--- config.mk ---
export PLATFORM = sky130hd
export DESIGN_NAME = muldiv_sequencer
export DESIGN_NICKNAME = d
export VERILOG_FILES = /design/src/rtl/muldiv_pkg.sv /design/src/rtl/muldiv_step.sv /design/src/rtl/muldiv_sequencer.sv
export SDC_FILE = /design/constraint.sdc
export NUM_CORES = 1
export LEC_CHECK = 0
export CORE_MARGIN = 2
export CORE_UTILIZATION = 30
export CTS_CLUSTER_SIZE = 16
export DETAILED_ROUTE_END_ITERATION = 8
export GPL_ROUTABILITY_DRIVEN = 1
export REMOVE_ABC_BUFFERS = 1
export SLEW_MARGIN = 15
export SYNTH_ARGS = -nofsm -noshare
export SYNTH_HDL_FRONTEND = slang
export SYNTH_SLANG_ARGS = --single-unit
--- constraint.sdc ---
create_clock -name clk -period 6.1 [get_ports clk]
set_clock_uncertainty 0.15 [all_clocks]
set_input_delay 0.61 -clock clk [delete_from_list [all_inputs] [get_ports clk]]
set_output_delay 0.61 -clock clk [all_outputs]
set_load 0.05 [all_outputs]
--- src/rtl/muldiv_pkg.sv ---
// Shared types and constants for the multiply/divide sequencer.
// Optional feature macro: MULDIV_FAST_MUL_EN (single-cycle multiply path).
package muldiv_pkg;

  typedef enum logic [1:0] {
    MULT  = 2'b00,
    MULTU = 2'b01,
    DIV   = 2'b10,
    DIVU  = 2'b11
  } muldiv_op_t;

  typedef enum logic [1:0] {
    ST_IDLE = 2'd0,
    ST_PREP = 2'd1,
    ST_ITER = 2'd2,
    ST_FIX  = 2'd3
  } muldiv_state_t;

  // SPECIAL-opcode funct fields handled by this unit.
  localparam logic [5:0] F_MFHI  = 6'b010000;
  localparam logic [5:0] F_MTHI  = 6'b010001;
  localparam logic [5:0] F_MFLO  = 6'b010010;
  localparam logic [5:0] F_MTLO  = 6'b010011;
  localparam logic [5:0] F_MULT  = 6'b011000;
  localparam logic [5:0] F_MULTU = 6'b011001;
  localparam logic [5:0] F_DIV   = 6'b011010;
  localparam logic [5:0] F_DIVU  = 6'b011011;

  function automatic logic op_is_div(input muldiv_op_t op);
    return (op == DIV) || (op == DIVU);
  endfunction

  function automatic logic op_is_signed(input muldiv_op_t op);
    return (op == MULT) || (op == DIV);
  endfunction

endpackage

--- src/rtl/muldiv_step.sv ---
// One iteration of the multiply/divide datapath on unsigned magnitudes.
// Multiply: {acc,shr} holds partial product / remaining multiplier bits,
//   operand is the multiplicand.
// Divide: acc holds the partial remainder, shr the dividend bits shifting
//   out and quotient bits shifting in, operand is the divisor.
// Optional feature macro: MULDIV_FAST_MUL_EN (handled in the sequencer).
module muldiv_step
  import muldiv_pkg::*;
#(
  parameter int WIDTH = 32
) (
  input  logic             is_div,
  input  logic [WIDTH:0]   acc,
  input  logic [WIDTH-1:0] shr,
  input  logic [WIDTH-1:0] operand,
  output logic [WIDTH:0]   acc_next,
  output logic [WIDTH-1:0] shr_next
);

  logic [WIDTH:0] sum;
  logic [WIDTH:0] shifted;
  logic [WIDTH:0] trial;

  // Single shift-add or restore-subtract step.
  always_comb begin
    // NOTE: every output gets a value on every path first, so no latch is inferred.
    acc_next = acc;
    shr_next = shr;
    sum      = acc + (shr[0] ? {1'b0, operand} : {(WIDTH+1){1'b0}});
    shifted  = {acc[WIDTH-1:0], shr[WIDTH-1]};
    trial    = shifted - {1'b0, operand};
    if (is_div) begin
      // The partial remainder stays below 2*divisor, so the top bit of the
      // trial difference is a valid sign.
      if (!trial[WIDTH]) begin
        acc_next = trial;
        shr_next = {shr[WIDTH-2:0], 1'b1};
      end else begin
        acc_next = shifted;
        shr_next = {shr[WIDTH-2:0], 1'b0};
      end
    end else begin
      acc_next = {1'b0, sum[WIDTH:1]};
      shr_next = {sum[0], shr[WIDTH-1:1]};
    end
  end

endmodule

--- src/rtl/muldiv_sequencer.sv ---
// Multi-cycle multiply/divide unit owning the HI/LO registers.
// FSM IDLE -> PREP -> ITER (ITER steps) -> FIX -> IDLE; done pulses the cycle
// after FIX with the committed HI/LO. Decode is stalled while a HI/LO user
// waits behind an operation in flight.
// Optional feature macro: MULDIV_FAST_MUL_EN -- mult/multu use a single-cycle
// product and go PREP -> FIX directly; divide is unchanged.
module muldiv_sequencer
  import muldiv_pkg::*;
#(
  parameter int WIDTH = 32,
  parameter int ITER  = WIDTH
) (
  input  logic             clk,
  input  logic             reset,
  input  logic             startE,
  input  logic [1:0]       opE,
  input  logic [WIDTH-1:0] srcaE,
  input  logic [WIDTH-1:0] srcbE,
  input  logic             mtE,
  input  logic             mthiE,
  input  logic             hiloD,
  input  logic             abort,
  output logic [WIDTH-1:0] hi,
  output logic [WIDTH-1:0] lo,
  output logic             busy,
  output logic             done,
  output logic             stallD
);

  localparam int CNT_W = (ITER > 1) ? $clog2(ITER) : 1;

  localparam logic [1:0] S_IDLE = ST_IDLE;
  localparam logic [1:0] S_PREP = ST_PREP;
  localparam logic [1:0] S_ITER = ST_ITER;
  localparam logic [1:0] S_FIX  = ST_FIX;

  logic [1:0]         state;
  muldiv_op_t         op_q;
  logic [WIDTH-1:0]   opa;       // raw operand until PREP, magnitude after
  logic [WIDTH-1:0]   opb;
  logic [WIDTH:0]     acc;
  logic [WIDTH-1:0]   shr;
  logic [CNT_W-1:0]   cnt;
  logic               sign_q;    // product / quotient sign
  logic               sign_r;    // remainder sign (follows dividend)

  logic               is_div;
  logic               is_signed;
  logic               fast_mul;
  logic [WIDTH-1:0]   abs_a;
  logic [WIDTH-1:0]   abs_b;
  logic [WIDTH-1:0]   step_operand;
  logic [WIDTH:0]     acc_next;
  logic [WIDTH-1:0]   shr_next;
  logic [2*WIDTH-1:0] prod_mag;
  logic [2*WIDTH-1:0] prod;
  logic [WIDTH-1:0]   quo;
  logic [WIDTH-1:0]   rem;
  logic [WIDTH-1:0]   fix_hi;
  logic [WIDTH-1:0]   fix_lo;

  assign is_div       = op_is_div(op_q);
  assign is_signed    = op_is_signed(op_q);
  assign abs_a        = (is_signed && opa[WIDTH-1]) ? -opa : opa;
  assign abs_b        = (is_signed && opb[WIDTH-1]) ? -opb : opb;
  assign step_operand = is_div ? opb : opa;

  assign busy   = (state != S_IDLE);
  assign stallD = hiloD & (busy | startE);

`ifdef MULDIV_FAST_MUL_EN
  assign fast_mul = !is_div;
  assign prod_mag = {{WIDTH{1'b0}}, opa} * {{WIDTH{1'b0}}, opb};
`else
  assign fast_mul = 1'b0;
  assign prod_mag = {acc[WIDTH-1:0], shr};
`endif

  muldiv_step #(.WIDTH(WIDTH)) u_step (
    .is_div   (is_div),
    .acc      (acc),
    .shr      (shr),
    .operand  (step_operand),
    .acc_next (acc_next),
    .shr_next (shr_next)
  );

  // Sign fixup and result selection used in FIX; divide by zero forces LO
  // to all ones while HI keeps the signed dividend.
  always_comb begin
    prod   = sign_q ? -prod_mag : prod_mag;
    rem    = sign_r ? -acc[WIDTH-1:0] : acc[WIDTH-1:0];
    quo    = (opb == '0) ? '1 : (sign_q ? -shr : shr);
    fix_hi = prod[2*WIDTH-1:WIDTH];
    fix_lo = prod[WIDTH-1:0];
    if (is_div) begin
      fix_hi = rem;
      fix_lo = quo;
    end
  end

  // FSM, iteration counter, operand latches and HI/LO registers.
  always_ff @(posedge clk or negedge reset) begin
    if (!reset) begin
      state  <= S_IDLE;
      op_q   <= MULT;
      opa    <= '0;
      opb    <= '0;
      acc    <= '0;
      shr    <= '0;
      cnt    <= '0;
      sign_q <= 1'b0;
      sign_r <= 1'b0;
      hi     <= '0;
      lo     <= '0;
      done   <= 1'b0;
    end else begin
      // NOTE: non-blocking assignments keep every register reading pre-edge values.
      done <= 1'b0;
      if (abort) begin
        state <= S_IDLE;
      end else begin
        unique case (state)
          S_IDLE: begin
            if (startE) begin
              op_q  <= muldiv_op_t'(opE);
              opa   <= srcaE;
              opb   <= srcbE;
              state <= S_PREP;
            end else if (mtE) begin
              if (mthiE) hi <= srcaE;
              else       lo <= srcaE;
            end
          end
          S_PREP: begin
            opa    <= abs_a;
            opb    <= abs_b;
            acc    <= '0;
            shr    <= is_div ? abs_a : abs_b;
            cnt    <= CNT_W'(ITER - 1);
            sign_q <= is_signed & (opa[WIDTH-1] ^ opb[WIDTH-1]);
            sign_r <= is_signed & is_div & opa[WIDTH-1];
            state  <= fast_mul ? S_FIX : S_ITER;
          end
          S_ITER: begin
            acc <= acc_next;
            shr <= shr_next;
            cnt <= cnt - 1'b1;
            if (cnt == '0) state <= S_FIX;
          end
          S_FIX: begin
            hi    <= fix_hi;
            lo    <= fix_lo;
            done  <= 1'b1;
            state <= S_IDLE;
          end
          default: state <= S_IDLE;
        endcase
      end
    end
  end

endmodule

# ---- Yosys cells after proc, flatten, opt, wreduce, memory -nomap -nowiden
# Index checks and enable logic that the tools add are counted.
dict set report totals {
  output_inout_bits 67
  input_bits 73
  reg_bits 205
  elab_cells 94
}
dict set report classes {
  addsub 8
  n_reduce_logical 19
  eq_ne 12
  n_bitwise 7
  mux 36
}
# operator count
set ops {}
lappend ops {{$mux W32} 19}
lappend ops {{$pmux W32 S2} 5}
lappend ops {{$neg A32 Y32} 4}
lappend ops {{$mux W33} 2}
lappend ops {{$pmux W33 S2} 1}
lappend ops {{$mux W64} 1}
lappend ops {{$neg A64 Y64} 1}
lappend ops {{$add A33 B33 Y33} 1}
lappend ops {{$sub A33 B32 Y33} 1}
lappend ops {{$logic_not A32 Y1} 1}
lappend ops {{$ne A2 B2 Y1 const B} 5}
lappend ops {{$pmux W5 S2} 1}
lappend ops {{$reduce_and A5 Y1} 2}
lappend ops {{$eq A2 B2 Y1 const B} 4}
lappend ops {{$pmux W2 S4} 1}
lappend ops {{$reduce_bool A2 Y1} 4}
lappend ops {{$mux W2} 3}
lappend ops {{$ne A3 B3 Y1 const B} 2}
lappend ops {{$reduce_and A2 Y1} 3}
lappend ops {{$reduce_and A3 Y1} 2}
lappend ops {{$logic_not A5 Y1} 1}
lappend ops {{$sub A5 B1 Y5 const B} 1}
lappend ops {{$and A1 B1 Y1} 4}
lappend ops {{$logic_not A2 Y1} 2}
lappend ops {{7 further kinds} 11}

# ---- Longest topological paths before layout
# Gate-level depths: netlist of run 1.
dict set report logic_depth {
  ltp_word 7
  depth_mapped 25
  ltp_nobuf 22
}

# ---- Modules after synthesis
# A second synthesis of run 1 with hierarchy kept.
dict set report hier_totals {
  hier_cells 2335
  hier_area_um2 18417.7
}
# module area_each_um2 cells_each seq_area_each_um2 n_inst
set modules_own_cells {}
lappend modules_own_cells {muldiv_sequencer 13608.1 1646 5129.9 1}
lappend modules_own_cells {muldiv_step 4809.6 689 0.0 1}

# ---- Worst setup path after synthesis of run 1
# OpenSTA, ideal clock, no wires.
dict set report synth_path {
  kind {register to register}
  start {register op_q[1]}
  end {register acc[2]}
  t_arrival_ns 5.094
  slack_ns 0.735
  required_time_ns 5.829
  synth_period_minus_slack_ns 5.365
  setup_ns 0.121
  stages_incl_launch_ff 23
  path_buffers 5
  cell_sequence {dfrtp_1 -> buf_1 -> clkbuf_1 -> clkbuf_1 -> mux2i_1 -> ha_1 -> a21o_1 -> a221oi_1 -> a2bb2oi_1 -> o31ai_1 -> a21oi_1 -> o21ai_0 -> a41oi_1 -> nor2b_1 -> o211ai_1 -> nand2_1 -> ha_1 -> clkbuf_1 -> buf_1 -> nand2_1 -> o211ai_1 -> o21ai_0 -> a22o_1}
}
dict set report synth_via {
  elab_chain_len 7
  elab_cells_between_ends 10
  classes_between {add/sub: 2; eq/ne: 2; mux: 5; reduce/logical: 1}
}
# element line_no
set synth_lines {}
lappend synth_lines {{start, declared} muldiv_sequencer.sv:38} ;# muldiv_op_t op_q;
lappend synth_lines {{start signal, assigned} muldiv_sequencer.sv:126} ;# op_q <= muldiv_op_t'(opE);
lappend synth_lines {{$eq A2 B2 Y1} muldiv_pkg.sv:30} ;# return (op == DIV) || (op == DIVU);
lappend synth_lines {{$logic_or A1 B1 Y1 (*)} muldiv_pkg.sv:30}
lappend synth_lines {{$mux W32} muldiv_sequencer.sv:66} ;# assign step_operand = is_div ? opb : opa;
lappend synth_lines {{$mux W32 / $sub A33 B32 Y33 (equally long branches)} {muldiv_step.sv:29, muldiv_step.sv:31}}
lappend synth_lines {{$add A33 B33 Y33 / $mux W33 (equally long branches)} {muldiv_step.sv:29, muldiv_step.sv:35}}
lappend synth_lines {{$mux W33 (*)} muldiv_step.sv:32} ;# if (is_div) begin
lappend synth_lines {{$pmux W33 S2 (*)} muldiv_sequencer.sv:123} ;# unique case (state)
lappend synth_lines {{end signal, assigned} muldiv_sequencer.sv:146} ;# acc <= acc_next;
lappend synth_lines {{end, declared} muldiv_sequencer.sv:41} ;# logic [WIDTH:0] acc;
# Mark *: on every way between the ends. The rest lies on a longest branch, timed or not.
# A chain may end at the register's enable or synchronous reset.

# ---- Worst setup path in the final report of run 1
dict set report layout_path {
  start {register op_q[1]}
  end {register acc[29]}
}
# The elaborated chain is that of the path after synthesis.

==> impl_metrics.toml, run 1 <==
[run_status]
failed_checks = "hold timing"
status = "complete, but fails checks"

[timing]
relSlewSlack_pct = 33.45
whs_ns = -0.05729
layout_min_cycle_time_ns = 5.271
post-route-period-util_pct = 86.41
finalHoldViolations = 27
rsz0062_at_grt = "no"
worstMarginPinSlew_ns = 0.9983
finalMaxSlewViolations = 0
final-setup-viol-count = 0
fmax_ghz = 0.1897
setup_slack_ns = 0.8290

[global_route]
grt.total_usage_pct = 21.82
grt_overflow_total = 0
grt_pass1_vias = 15722
grt_pass1_wl_um = 96740
grt_max_degree = 105
antenna_found_initial = 1

[synth]
ys_async_sr_fraction_pct = 100.0
yosysWarnings = 0
syn_inst = 2078
ys_top_cells_by_area = "dfrtp_1 31%, o21ai_0 6.0%, nand2_1 5.9%"
synth_top_area_share_pct = 30.74
seq_area_frac_synth_pct = 30.74
yosys.area_share.xor_xnor_pct = 8.974
synth_enable_flop_cells = 0
yosys.area_share.simple_pct = 18.43
synthAdderAreaFrac_pct = 5.863
synth_area_per_cell_um2 = 8.032
yosys_most_used_dff = "dfrtp_1"
synth_compound_area_share_pct = 25.30
yosys.area.top_type = "dfrtp_1"
synth_top_family_by_area = "compound AO/OA/AOI/OAI gates"
synthMuxAreaShare_pct = 6.575
synth-seq-cells = 205
synth_cell_types = 73
synth_area_um2 = 16690

[clock_network]
ctsHtreeMaxLevel = 1
cts_buffers = 25
cts_setup_buffers = 0
cts_root_buf = "clkbuf_16"
cts_resized = 0
hold_buffers = 0
cts_tree = "yes"
cts.sinks = 205
clk_pin_slew_ns = 0.07
cts_max_path_buffers = 3
worst_skew_pair.late_latency_ns = 0.57

[die]
core_area_um2 = 55090
die_y_um = 239.9
chipWidth_um = 239.9
start_util_pct = 30.29
row_count = 86
ios = 140
dieArea_um2 = 57540

[layout]
area_growth_pct = 17.74
fin_util_pct = 35.67
diodes = 0
design_area_um2 = 19650
final_cell_mix = "263 x nand2_1, 204 x dfrtp_1, 201 x o21ai_0, 174 x a21oi_1, 162 x nor2_1"
layout_commonest_cell = "nand2_1"
drive_above_1_share_pct = 5.896
fin_nets = 2287

[min_path]
min_path_type = "primary input to asynchronous set/reset pin"

[placed_design]
place_ws_ns = 0.9124
port_buffers = 139
routabilityCongestion = 0.9529
placed_area_um2 = 18810
post-dp-hpwl_um = 47760

[setup_path]
path_max_fanout = 35
endpoint_kind = "flip-flop"
critical_path_arrival_ns = 5.60
criticalPathCategory = "flip-flop to flip-flop"
max_stage_delay_ns = 0.58
crit_chain = "o21ai_0 > ha_1 > inv_1 > fa_1 > a211oi_1 > o21bai_1 > a21oi_1 > o31ai_1 > a21oi_1 > o21ai_0 > a41oi_1 > nor2b_1 > o211ai_1 > nand2_1 > ha_1 > buf_12 > nand3_1 > or3b_2 > o211ai_1"
crit_required_ns = 6.43
cp-start-kind = "flip-flop"
critPathSlowestCell = "dfrtp_4"

[power]
leakagePower_nw = 8.155
power_mw = 12.25
power_density_nw_per_um2 = 623.5
peakVddDrop_v = 0.0003649

[routing]
routedWlPerCell_um = 22.09
first_iter_violations = 1460
ant_nets = 0
vias_per_cell = 5.705
postRouteWirelength_um = 64100
dr_total_vias = 16556
drt_first_pass_iters = 7
drc = 0

[job]
cap_violations = 0
power breakdown:
part,switching (mW),internal [mW]
combinational,4.91,2.89
clock,0.662,0.938
sequential,0.903,1.95
flip-flops by register name (all words and copies together), names as in the netlist, 2 cells and up:
| register | count |
|---|---|
| shr | 32 |
| acc | 33 |
| op_q | 2 |
| opa | 32 |
| cnt | 5 |
| opb | 32 |
| hi | 32 |
| lo | 32 |
| state | 2 |
kinds of logic after synthesis:
kind of cell             Yosys count
AO/OA/AOI/OAI                    697
XOR/XNOR                         171
adder cells (fa/ha/maj)           77
buffers and inverters            179
flip-flops                       205
multiplexers                      89
AND/OR/NAND/NOR                  660
cell type report:
class | instances | area, µm²
fillers | 5825 | 35440
multi-input cells | 1694 | 10930
flip-flops and latches | 205 | 5134
repair buffers | 173 | 1664
well taps | 748 | 935.9
clock buffers | 34 | 709.4
inverters | 38 | 142.6
clock inverters | 10 | 132.6
critical path, delay by kind of cell (launching register included):
kind,cells,cell delay (ns)
adders and majority gates,3,1.06
buffers and inverters,2,0.31
and+or+nand+nor,4,0.82
AOI/OAI and AO/OA,10,2.28
DFF,1,0.58
per-stage QoR:
| step | hold WS (ns) | instances | setup TNS (ns) |
|---|---|---|---|
| after floorplan | 0.1644 | 1937 | -46.82 |
| after global placement | 0.3125 | 2858 | 0 |
| after detailed placement | 0.3167 | 2858 | 0 |
| after CTS | 0.01859 | 2902 | 0 |
| after global routing | 0.02880 | 2902 | 0 |
| final | -0.05729 | 2902 | 0 |
Yosys cell counts (all sizes together), types with 5 or more instances:
cell and instances:
nand2 265, o21ai 212, dfrtp 205, a21oi 175, nor2 162, clkbuf 121, xnor2 112, ha 75
mux2i 68, o22ai 68, xor2 59, a21o 45, nand3 42, o211ai 40, nand2b 38, inv 36
nor3 36, o31ai 33, or3 26, a211oi 23, a31oi 20, buf 20, mux4 16, nor2b 16
or4 16, o21a 13, nor4 12, and3 10, o41ai 10, a22oi 9, and2 9, o21bai 9
nand4 7, a21boi 6, a221oi 5, a22o 5, mux2 5, nor3b 5, or2 5
layer usage:
metal / track usage (%) / share of wire, % / vias up
met4: 7.491 / 3.7 / 4
met2: 34.77 / 45 / 667
li1: - / - / 7635
met3: 4.294 / 7.0 / 125
met5: 0 / 0.042 / -
met1: 29.45 / 44 / 8125
worst paths after layout:
path	from	end	slack (ns)	cells past startpoint
setup reg to reg	op_q[1]	acc[29]	0.83	19
hold reg to reg	lo[8]	lo[8]	0.33	2
setup / recovery	op_q[1]	acc[29]	0.83	19
hold / removal	reset	hi[7]	-0.06	1
min in group clk	lo[8]	lo[8]	0.33	2
max in group asynchronous	reset	op_q[1]	4.40	2
No activity file was read; power rests on OpenSTA's default activity.
==> run 2: changes to the inputs <==
--- a/config.mk
+++ b/config.mk
@@ -15,3 +15,4 @@
 export SYNTH_ARGS = -nofsm -noshare
 export SYNTH_HDL_FRONTEND = slang
 export SYNTH_SLANG_ARGS = --single-unit
+export TNS_END_PERCENT = 20
==> results of run 2 <==
Same layout as run 1: the final DEF is identical, and so are final timing and power.
